--- config.mk ---
export PLATFORM = sky130hd
export DESIGN_NAME = regfile_feeder_flat
export DESIGN_NICKNAME = d
export VERILOG_FILES = /design/src/rtl/img2col_pkg.sv /design/src/rtl/regfile_feeder_if.sv /design/src/rtl/regfile_feeder.sv /design/src/flat_wrapper.sv
export SDC_FILE = /design/constraint.sdc
export NUM_CORES = 1
export LEC_CHECK = 0
export CAP_MARGIN = 20
export CORE_UTILIZATION = 49
export CTS_CLUSTER_SIZE = 25
export DETAILED_ROUTE_END_ITERATION = 6
export GPL_ROUTABILITY_DRIVEN = 1
export PLACE_DENSITY = 0.88
export SETUP_SLACK_MARGIN = 0.3
export SLEW_MARGIN = 5
export SYNTH_ARGS = -nofsm -noshare
export SYNTH_HDL_FRONTEND = slang
export SYNTH_SLANG_ARGS = --single-unit
--- constraint.sdc ---
create_clock -name clk -period 2.77 [get_ports clk]
set_input_delay 0.277 -clock clk [delete_from_list [all_inputs] [get_ports clk]]
set_output_delay 0.277 -clock clk [all_outputs]
set_load 0.1 [all_outputs]
--- src/rtl/img2col_pkg.sv ---
// Shared definitions for the img2col datapath: feeder state encoding and
// default geometry constants.
package img2col_pkg;

    // Default pixel width, register file depth and write-address width.
    localparam int IMG2COL_DW   = 16;
    localparam int IMG2COL_REGS = 5;
    localparam int IMG2COL_AW   = 5;

    // Width of row_len, the pixel counter and win_idx (rows up to 63 pixels).
    localparam int IMG2COL_LENW = 6;

    // Write-side sequencer states.
    typedef enum logic [2:0] {
        IDLE   = 3'd0,
        FILL   = 3'd1,
        SETTLE = 3'd2,
        READ   = 3'd3,
        SLIDE  = 3'd4,
        DONE   = 3'd5
    } feeder_state_t;

endpackage

--- src/rtl/regfile_feeder_if.sv ---
// Bundle between a pixel source and the register-file feeder.
//
// Handshake: a pixel transfers on a posedge where pix_valid && pix_ready are
// both high. pix_ready depends only on feeder state, never on pix_valid, and
// the source may raise or drop pix_valid at any time; data is taken only on
// a transfer edge. start is a level sampled only while the feeder is idle.
interface regfile_feeder_if
    import img2col_pkg::*;
#(
    parameter int data_width  = IMG2COL_DW,
    parameter int address_num = IMG2COL_AW
);

    // Row control
    logic                    start;
    logic [IMG2COL_LENW-1:0] row_len;

    // Pixel stream
    logic [data_width-1:0]   pix_in;
    logic                    pix_valid;
    logic                    pix_ready;

    // Register file write side
    logic [data_width-1:0]   in1;
    logic [address_num-1:0]  adrs_in1;
    logic                    wr_ctrl;
    logic                    act;
    logic                    r_ctrl;

    // Row status
    logic [IMG2COL_LENW-1:0] win_idx;
    logic                    done;
    logic                    err;

    // Pixel source / row controller side.
    modport master (
        output start, row_len, pix_in, pix_valid,
        input  pix_ready, in1, adrs_in1, wr_ctrl, act, r_ctrl,
        input  win_idx, done, err
    );

    // Feeder side.
    modport slave (
        input  start, row_len, pix_in, pix_valid,
        output pix_ready, in1, adrs_in1, wr_ctrl, act, r_ctrl,
        output win_idx, done, err
    );

endinterface

--- src/rtl/regfile_feeder.sv ---
// Write-side sequencer for the img2col single-input register file. The first
// reg_num pixels of a row are written by address, every later pixel is
// shifted in, and once the file is full each pixel triggers one window read.
module regfile_feeder
    import img2col_pkg::*;
#(
    parameter int data_width  = IMG2COL_DW,
    parameter int reg_num     = IMG2COL_REGS,
    parameter int address_num = IMG2COL_AW
) (
    input  logic          clk,
    input  logic          rst,
    regfile_feeder_if.slave bus,
    output feeder_state_t dbg_state
);

    localparam logic [IMG2COL_LENW-1:0] REG_NUM_L = IMG2COL_LENW'(reg_num);
    localparam logic [IMG2COL_LENW-1:0] LAST_FILL = IMG2COL_LENW'(reg_num - 1);

    feeder_state_t           state;
    logic [IMG2COL_LENW-1:0] cnt;
    logic [IMG2COL_LENW-1:0] len_q;
    logic [IMG2COL_LENW-1:0] win_q;
    logic [data_width-1:0]   in1_q;
    logic [address_num-1:0]  adrs_q;
    logic                    wr_ctrl_q;
    logic                    act_q;
    logic                    r_ctrl_q;
    logic                    done_q;
    logic                    err_q;

    // Ready is a pure state decode so the source sees it without pixel dependence.
    assign bus.pix_ready = (state == FILL) || (state == SLIDE);

    assign bus.in1      = in1_q;
    assign bus.adrs_in1 = adrs_q;
    assign bus.wr_ctrl  = wr_ctrl_q;
    assign bus.act      = act_q;
    assign bus.r_ctrl   = r_ctrl_q;
    assign bus.win_idx  = win_q;
    assign bus.done     = done_q;
    assign bus.err      = err_q;
    assign dbg_state    = state;

    // Sequencer: state, pixel counter and all registered outputs.
    always_ff @(posedge clk) begin
        if (rst) begin
            state     <= IDLE;
            cnt       <= '0;
            len_q     <= '0;
            win_q     <= '0;
            in1_q     <= '0;
            adrs_q    <= '0;
            wr_ctrl_q <= 1'b0;
            act_q     <= 1'b0;
            r_ctrl_q  <= 1'b0;
            done_q    <= 1'b0;
            err_q     <= 1'b0;
        end else begin
            // Strobes and pulses are single-cycle; address parks at 0 between writes.
            wr_ctrl_q <= 1'b0;
            act_q     <= 1'b0;
            r_ctrl_q  <= 1'b0;
            done_q    <= 1'b0;
            err_q     <= 1'b0;
            adrs_q    <= '0;

            case (state)
                IDLE: begin
                    if (bus.start) begin
                        len_q <= bus.row_len;
                        cnt   <= '0;
                        win_q <= '0;
                        // A row shorter than the file can never form a window.
                        if (bus.row_len < REG_NUM_L) begin
                            err_q <= 1'b1;
                        end else begin
                            state <= FILL;
                        end
                    end
                end

                FILL: begin
                    if (bus.pix_valid) begin
                        in1_q     <= bus.pix_in;
                        adrs_q    <= address_num'(cnt);
                        wr_ctrl_q <= 1'b1;
                        cnt       <= cnt + 1'b1;
                        // Stay here for back-to-back writes until the file is full.
                        if (cnt == LAST_FILL) begin
                            state <= SETTLE;
                        end
                    end
                end

                SLIDE: begin
                    if (bus.pix_valid) begin
                        in1_q <= bus.pix_in;
                        act_q <= 1'b1;
                        cnt   <= cnt + 1'b1;
                        state <= SETTLE;
                    end
                end

                SETTLE: begin
                    // The write/shift happens this cycle; the read follows it.
                    r_ctrl_q <= 1'b1;
                    win_q    <= win_q + 1'b1;
                    state    <= READ;
                end

                READ: begin
                    if (cnt == len_q) begin
                        done_q <= 1'b1;
                        state  <= DONE;
                    end else begin
                        state <= SLIDE;
                    end
                end

                DONE: begin
                    state <= IDLE;
                end

                default: begin
                    state <= IDLE;
                end
            endcase
        end
    end

    // The three register-file strobes never overlap.
    a_strobe_excl: assert property (@(posedge clk) disable iff (rst)
        $onehot0({wr_ctrl_q, act_q, r_ctrl_q}));

    // A read is only ever issued from the settle cycle.
    a_read_in_read: assert property (@(posedge clk) disable iff (rst)
        r_ctrl_q |-> (state == READ));

endmodule
--- src/flat_wrapper.sv ---
// flat-port wrapper written by rule: the top's interface ports become plain ports
module regfile_feeder_flat import img2col_pkg::*;
#(
    parameter int data_width  = IMG2COL_DW,
    parameter int reg_num     = IMG2COL_REGS,
    parameter int address_num = IMG2COL_AW
)
  (clk, rst, dbg_state, bus_start, bus_row_len, bus_pix_in, bus_pix_valid, bus_pix_ready, bus_in1, bus_adrs_in1, bus_wr_ctrl, bus_act, bus_r_ctrl, bus_win_idx, bus_done, bus_err);
  regfile_feeder_if #(.data_width(data_width), .address_num(address_num)) bus_i ();
  input  logic clk;
  input  logic rst;
  output feeder_state_t dbg_state;
  input wire logic [$bits(bus_i.start)-1:0] bus_start;
  input wire logic [$bits(bus_i.row_len)-1:0] bus_row_len;
  input wire logic [$bits(bus_i.pix_in)-1:0] bus_pix_in;
  input wire logic [$bits(bus_i.pix_valid)-1:0] bus_pix_valid;
  output wire logic [$bits(bus_i.pix_ready)-1:0] bus_pix_ready;
  output wire logic [$bits(bus_i.in1)-1:0] bus_in1;
  output wire logic [$bits(bus_i.adrs_in1)-1:0] bus_adrs_in1;
  output wire logic [$bits(bus_i.wr_ctrl)-1:0] bus_wr_ctrl;
  output wire logic [$bits(bus_i.act)-1:0] bus_act;
  output wire logic [$bits(bus_i.r_ctrl)-1:0] bus_r_ctrl;
  output wire logic [$bits(bus_i.win_idx)-1:0] bus_win_idx;
  output wire logic [$bits(bus_i.done)-1:0] bus_done;
  output wire logic [$bits(bus_i.err)-1:0] bus_err;
  assign bus_i.start = bus_start;
  assign bus_i.row_len = bus_row_len;
  assign bus_i.pix_in = bus_pix_in;
  assign bus_i.pix_valid = bus_pix_valid;
  assign bus_pix_ready = bus_i.pix_ready;
  assign bus_in1 = bus_i.in1;
  assign bus_adrs_in1 = bus_i.adrs_in1;
  assign bus_wr_ctrl = bus_i.wr_ctrl;
  assign bus_act = bus_i.act;
  assign bus_r_ctrl = bus_i.r_ctrl;
  assign bus_win_idx = bus_i.win_idx;
  assign bus_done = bus_i.done;
  assign bus_err = bus_i.err;
  regfile_feeder #(.data_width(data_width), .reg_num(reg_num), .address_num(address_num)) u_core (.clk(clk), .rst(rst), .bus(bus_i), .dbg_state(dbg_state));
endmodule
==> results of run 1 <==
state kept, by name, summed over array words and instances (netlist names):
| register | count |
|---|---|
| u_core.bus.in1 | 16 |
| u_core.bus.act | 1 |
| u_core.bus.win_idx | 6 |
| u_core.bus.r_ctrl | 1 |
| u_core.bus.wr_ctrl | 1 |
| u_core.len_q | 6 |
| u_core.bus.adrs_in1 | 5 |
| u_core.dbg_state | 3 |
| u_core.cnt | 6 |
| u_core.bus.err | 1 |
| u_core.bus.done | 1 |
worst paths after layout:
check	startpoint	end	slack, ps	cells past startpoint
hold / removal	u_core.len_q[0]	u_core.len_q[0]	480	2
setup / recovery	u_core.dbg_state[0]	bus_pix_ready	750	3
setup reg to reg	u_core.dbg_state[1]	u_core.bus.win_idx[4]	770	4
hold reg to reg	u_core.len_q[0]	u_core.len_q[0]	480	2
worst max-delay path, cell delays in order (launching register included):
cell      delay, ps
dfxtp_1         590
nand2b_1        300
a21oi_4         240
buf_4           320
metal layers:
layer / GRT usage [%] / vias to the layer above
li1: - / 856
met1: 22.85 / 798
met2: 35.95 / 52
met3: 5.382 / 6
met4: 4.891 / 0
met5: 0 / -
cell families (layout without fill, tap and decap cells):
kind of cell	after synthesis	in the layout	share of synthesized area, %
buf+inv	19	78	5.080
mux	19	19	9.714
fa+ha+maj	3	3	1.905
compound gates	35	35	10.79
flops	47	47	47.75
simple gates	82	82	21.65
xor+xnor	7	7	3.111
metrics by stage:
| stage | total power, W | util [%] | area [um2] |
|---|---|---|---|
| after CTS | 0.002140 | 69.34 | 2615 |
| final | 0.002125 | 69.34 | 2615 |
| after global routing | 0.002227 | 69.34 | 2615 |
| after global placement | 0.001701 | 66.72 | 2516 |
| after detailed placement | 0.001716 | 66.72 | 2516 |
| after floorplan | 0.001543 | - | 1982 |
power by group:
part	leakage [nW]	internal, W	total [W]	switching [W]
registers	0.381	0.000740	0.000818	0.0000781
clock network	0.0474	0.000204	0.000427	0.000223
logic	0.618	0.000251	0.000880	0.000629
cell usage after synthesis, types with 2 or more instances:
| cell type | n | area (um2) |
|---|---|---|
| nor2_1 | 29 | 108.9 |
| ha_1 | 3 | 37.54 |
| nand3_1 | 4 | 20.02 |
| o21ai_0 | 4 | 20.02 |
| o31ai_1 | 5 | 37.54 |
| nand2_1 | 17 | 63.81 |
| xor2_1 | 7 | 61.31 |
| buf_6 | 2 | 22.52 |
| or4_1 | 4 | 30.03 |
| nand4_1 | 2 | 12.51 |
| a211oi_1 | 2 | 15.01 |
| buf_4 | 3 | 22.52 |
| inv_1 | 7 | 26.28 |
| clkbuf_1 | 5 | 18.77 |
| mux2i_1 | 18 | 180.2 |
| or2_2 | 2 | 12.51 |
| a21oi_1 | 18 | 90.09 |
| and3_1 | 2 | 12.51 |
| buf_2 | 2 | 10.01 |
| nor3_1 | 6 | 30.03 |
| dfxtp_1 | 47 | 940.9 |
| nand2b_1 | 2 | 12.51 |
| or3_1 | 2 | 12.51 |
| and2_1 | 3 | 18.77 |
area by class of cell:
cell class,instances,area [um2],share of cell area [%]
clock inverters,2,16.27,0.6220
well taps,48,60.06,2.297
multi-input cells,146,953.4,36.46
repair buffers,63,535.5,20.48
inverters,7,26.28,1.005
clock buffers,6,82.58,3.158
flip-flops and latches,47,940.9,35.98
==> impl_metrics.env, run 1 <==
export IMPL_cts_sinks=47
export IMPL_rsz0062_at_grt="no"
export IMPL_synth_ff_type="dfxtp_1"
export IMPL_finalClockSkew_ps=8.230
export IMPL_crit_required_ps=2490
export IMPL_wl_met3_um=230
export IMPL_crit_path_max_fanout=11
export IMPL_hpwl_mm=3.053
export IMPL_dr_max_layer_used="met4"
export IMPL_cts_resized=0
export IMPL_setup_ws_ps=749.0
export IMPL_endpoint_kind="output pin"
export IMPL_grt_pass1_wl_mm=6.548
export IMPL_start_kind="flop"
export IMPL_routed_wl_mm=4.130
export IMPL_fill_cells=329
export IMPL_final_cells=319
export IMPL_design_core_area_um2=3771
export IMPL_synth_edf_count=0
export IMPL_critical_path_arrival_ps=1740
export IMPL_syn_nets=241
export IMPL_async_flop_share_pct=0
export IMPL_synth_seq_area_share_pct=47.75
export IMPL_antenna_found_initial=0
export IMPL_ant_nets=0
export IMPL_layout_drive_gt1_share_pct=20.30
export IMPL_cts_buffer_depth=2
export IMPL_avgSynthCellArea_um2=9.295
export IMPL_fin_crit_sh_pct=72.96
export IMPL_ios=62
export IMPL_power_density_nw_per_um2=812.7
export IMPL_post_drt_via_cell_ratio=5.367
export IMPL_gp_congestion=0.8258
export IMPL_grt_overflow=0
export IMPL_setup_worst_path_class="flop to output pin"
export IMPL_tritoncts="built"
export IMPL_syn_to_final_growth_pct=32.70
export IMPL_first_global_vias=1507
export IMPL_initial_utilization_pct=52.26
export IMPL_htree_levels=2
export IMPL_hold_buffers=0
export IMPL_layout_commonest_cell="dfxtp_1"
export IMPL_syn_instance_count=212
export IMPL_max_freq_mhz=494.8
export IMPL_drc=0
export IMPL_nets=299
export IMPL_vias=1712
export IMPL_relSlewSlack_pct=49.50
export IMPL_place_inst=311
export IMPL_grtUsageTotal_pct=19.85
export IMPL_tns_ps=0
export IMPL_mostFrequentLayoutCells="dfxtp_1, buf_4, nor2_1"
export IMPL_grt_max_degree=38
export IMPL_rows=22
export IMPL_dieArea_um2=4279
export IMPL_post_drt_wl_per_cell_um=12.95
export IMPL_wl_met1_mm=1.747
export IMPL_die_h_um=65.42
export IMPL_first_pass_iters=4
export IMPL_synth_area_um2=1971
export IMPL_drtIter0Drc=61
export IMPL_setup_violations=0
export IMPL_postCtsSetupRepairBufs=0
export IMPL_cts_root_buf="clkbuf_8"
export IMPL_wl_met2_mm=2.116
export IMPL_leakage_nw=1.046
export IMPL_vdd_drop_max_v=0.0004968
export IMPL_whs_ps=479.7
export IMPL_cap_violations=0
export IMPL_outcome="finished clean"
export IMPL_tightest_slew_ps=756.4
export IMPL_io_buffer_count=61
export IMPL_antenna_cells=0
export IMPL_insertion_delay_ps=300
export IMPL_numCtsBuffers=5
export IMPL_fp_dieW_um=65.42
export IMPL_ys_warn_count=0
export IMPL_clk_pin_slew_ps=80
export IMPL_synth_cell_types=40
export IMPL_slew_violations=0
export IMPL_hold_violations=0
export IMPL_hold_path_class="flop to flop"
export IMPL_place_ws_ps=777.0
export IMPL_ys_ff_latch=47
export IMPL_min_period_ps=2021
(Power assumes the default switching activity.)
==> run 2, diff against run 1 <==
--- a/config.mk
+++ b/config.mk
@@ -6,11 +6,11 @@
 export NUM_CORES = 1
 export LEC_CHECK = 0
 export CAP_MARGIN = 20
-export CORE_UTILIZATION = 49
+export CORE_UTILIZATION = 41
 export CTS_CLUSTER_SIZE = 25
 export DETAILED_ROUTE_END_ITERATION = 6
 export GPL_ROUTABILITY_DRIVEN = 1
-export PLACE_DENSITY = 0.88
+export PLACE_DENSITY = 0.79
 export SETUP_SLACK_MARGIN = 0.3
 export SLEW_MARGIN = 5
 export SYNTH_ARGS = -nofsm -noshare
==> constraint.sdc (replaced) <==
create_clock -name clk -period 1.72 [get_ports clk]
set_input_delay 0.172 -clock clk [delete_from_list [all_inputs] [get_ports clk]]
set_output_delay 0.172 -clock clk [all_outputs]
set_load 0.1 [all_outputs]
==> run 2 against run 1 <==
- the run now ends with design-rule violations left
- cell count grew 6.3%
- sequential power grew 60%
- sequential share of layout area shrank 3.6 points
- flip-flop and latch count is the same
- critical path type is now flop to flop
==> impl_metrics.env, run 2 (same netlist as run 1, synthesis figures left out) <==
export IMPL_crit_required_ps=1920
export IMPL_grt_overflow=0
export IMPL_hold_violations=0
export IMPL_clk_pin_slew_ps=90
export IMPL_hold_path_class="input port to flop"
export IMPL_p_int_w=0.002312
export IMPL_p_sw_w=0.001621
export IMPL_cts_root_buf="clkbuf_8"
export IMPL_dieArea_um2=5088
export IMPL_die_h_um=71.33
export IMPL_grt_pass1_wl_mm=7.286
export IMPL_pwr_share_clk_pct=18.7
export IMPL_hpwl_mm=3.161
export IMPL_drtIter0Drc=80
export IMPL_vdd_drop_max_v=0.0007233
export IMPL_antenna_found_initial=0
export IMPL_final_util_pct=66.39
export IMPL_first_pass_iters=6
export IMPL_setup_worst_path_class="flop to flop"
export IMPL_setup_violations=0
export IMPL_seqPwrFrac_pct=33.3
export IMPL_leakage_nw=1.178
export IMPL_cts_sinks=47
export IMPL_first_global_vias=1609
export IMPL_endpoint_kind="flop"
export IMPL_tritoncts="built"
export IMPL_cap_violations=0
export IMPL_gp_congestion=0.8180
export IMPL_drc=6
export IMPL_syn_to_final_growth_pct=50.73
export IMPL_power_total_w=0.003933
export IMPL_rows=24
export IMPL_relSlewSlack_pct=75.82
export IMPL_max_freq_mhz=666.5
export IMPL_nets=315
export IMPL_crit_buf_inv=2
export IMPL_grt_max_degree=38
export IMPL_violations="design-rule violations"
export IMPL_critical_path_arrival_ps=1700
export IMPL_numCtsBuffers=5
export IMPL_cp_top_family="flip-flops"
export IMPL_start_kind="flop"
export IMPL_fin_crit_sh_pct=87.23
export IMPL_cts_buffer_depth=2
export IMPL_post_drt_via_cell_ratio=5.124
export IMPL_max_stage_delay_ps=380
export IMPL_post_dp_cell_area_um2=2679
export IMPL_slew_violations=0
export IMPL_fp_dieW_um=71.33
export IMPL_finalClockSkew_ps=11.20
export IMPL_io_buffer_count=61
export IMPL_antenna_cells=0
export IMPL_worstPathCellList="nand2b_4 -> a211oi_4 -> buf_6 -> buf_12 -> mux2i_2 -> nor2_1"
export IMPL_layout_drive_gt1_share_pct=31.71
export IMPL_ant_nets=0
export IMPL_switching_share_pct=41.21
export IMPL_design_core_area_um2=4474
export IMPL_vias=1737
export IMPL_mostFrequentLayoutCells="buf_4, dfxtp_1, nor2_1"
export IMPL_layout_commonest_cell="buf_4"
export IMPL_grtUsageTotal_pct=18.29
export IMPL_outcome="complete, but fails checks"
export IMPL_insertion_delay_ps=300
export IMPL_hold_buffers=0
export IMPL_routed_wl_mm=4.640
export IMPL_tightest_slew_ps=361.8
export IMPL_rsz0062_at_grt="yes"
export IMPL_largest_reg_flops=16
export IMPL_initial_utilization_pct=44.04
export IMPL_htree_levels=2
export IMPL_post_drt_wl_per_cell_um=13.69
export IMPL_min_period_ps=1500
export IMPL_slowest_stage="dfxtp_4"
export IMPL_ios=62
export IMPL_power_density_nw_per_um2=1324
export IMPL_design_area_um2=2970
export IMPL_whs_ps=447.5
export IMPL_share_comb_of_total_power_pct=48.0
export IMPL_crit_path_max_fanout=6
==> run 2: cell types whose count changed in the layout (fill, tap and decap cells not counted), sizes merged <==
cell and delta:
buf +14, clkinv -1, clkbuf +3
==> run 2: per-stage QoR <==
stage | std cells | setup slack (ps) | TNS (ps)
after floorplan | 212 | -14.57 | -21.81
after global placement | 319 | 53.71 | 0
after detailed placement | 319 | 19.02 | 0
after CTS | 332 | 235.2 | 0
after global routing | 339 | 138.3 | 0
final | 339 | 219.6 | 0
==> run 2: worst min-delay path: stages <==
cell and delay (ps):
clkdlybuf4s50_1 410, nand2_1 60, a21oi_1 50
==> run 2: layer usage <==
metal	wire length (um)	vias up	global-route usage [%]	part of all wire (%)
li1	-	882	-	-
met1	1989	789	22.67	43
met2	2305	55	30.16	50
met3	240	11	4.782	5.2
met4	105	0	7.778	2.3
met5	0	-	0	0
==> run 2: area by class of cell <==
| type | count | area (um2) |
|---|---|---|
| clock buffers | 7 | 97.59 |
| clock inverters | 1 | 7.507 |
| fillers | 383 | 1504 |
| inverters | 7 | 26.28 |
| multi-input cells | 146 | 1022 |
| flip-flops and latches | 47 | 960.9 |
| well taps | 52 | 65.06 |
| repair buffers | 79 | 790.8 |
==> run 2: final timing paths <==
path	from	to	slack, ps	depth (start not counted)
max reg2reg	u_core.dbg_state[2]	u_core.bus.in1[11]	220	6
max	u_core.dbg_state[2]	u_core.bus.in1[11]	220	6
min	bus_row_len[1]	u_core.len_q[1]	450	3
min reg2reg	u_core.len_q[3]	u_core.len_q[3]	480	2
==> run 2: what timing repair did <==
item                                    in CTS  in global routing
endpoints found under the setup margin      25                 31
gates resized for setup                      4                 15
buffers inserted                             5                  5
cloned                                       0                  2
pin swaps                                    1                 10
==> run 2: power groups by stage <==
stage	sequential (W)	combinational, W	clock (W)
after detailed placement	0.00135	0.00162	0
final	0.00131	0.00189	0.000736
after global routing	0.00132	0.00198	0.000805
after CTS	0.00131	0.00169	0.000749
after global placement	0.00134	0.00160	0
after floorplan	0.00183	0.000742	0
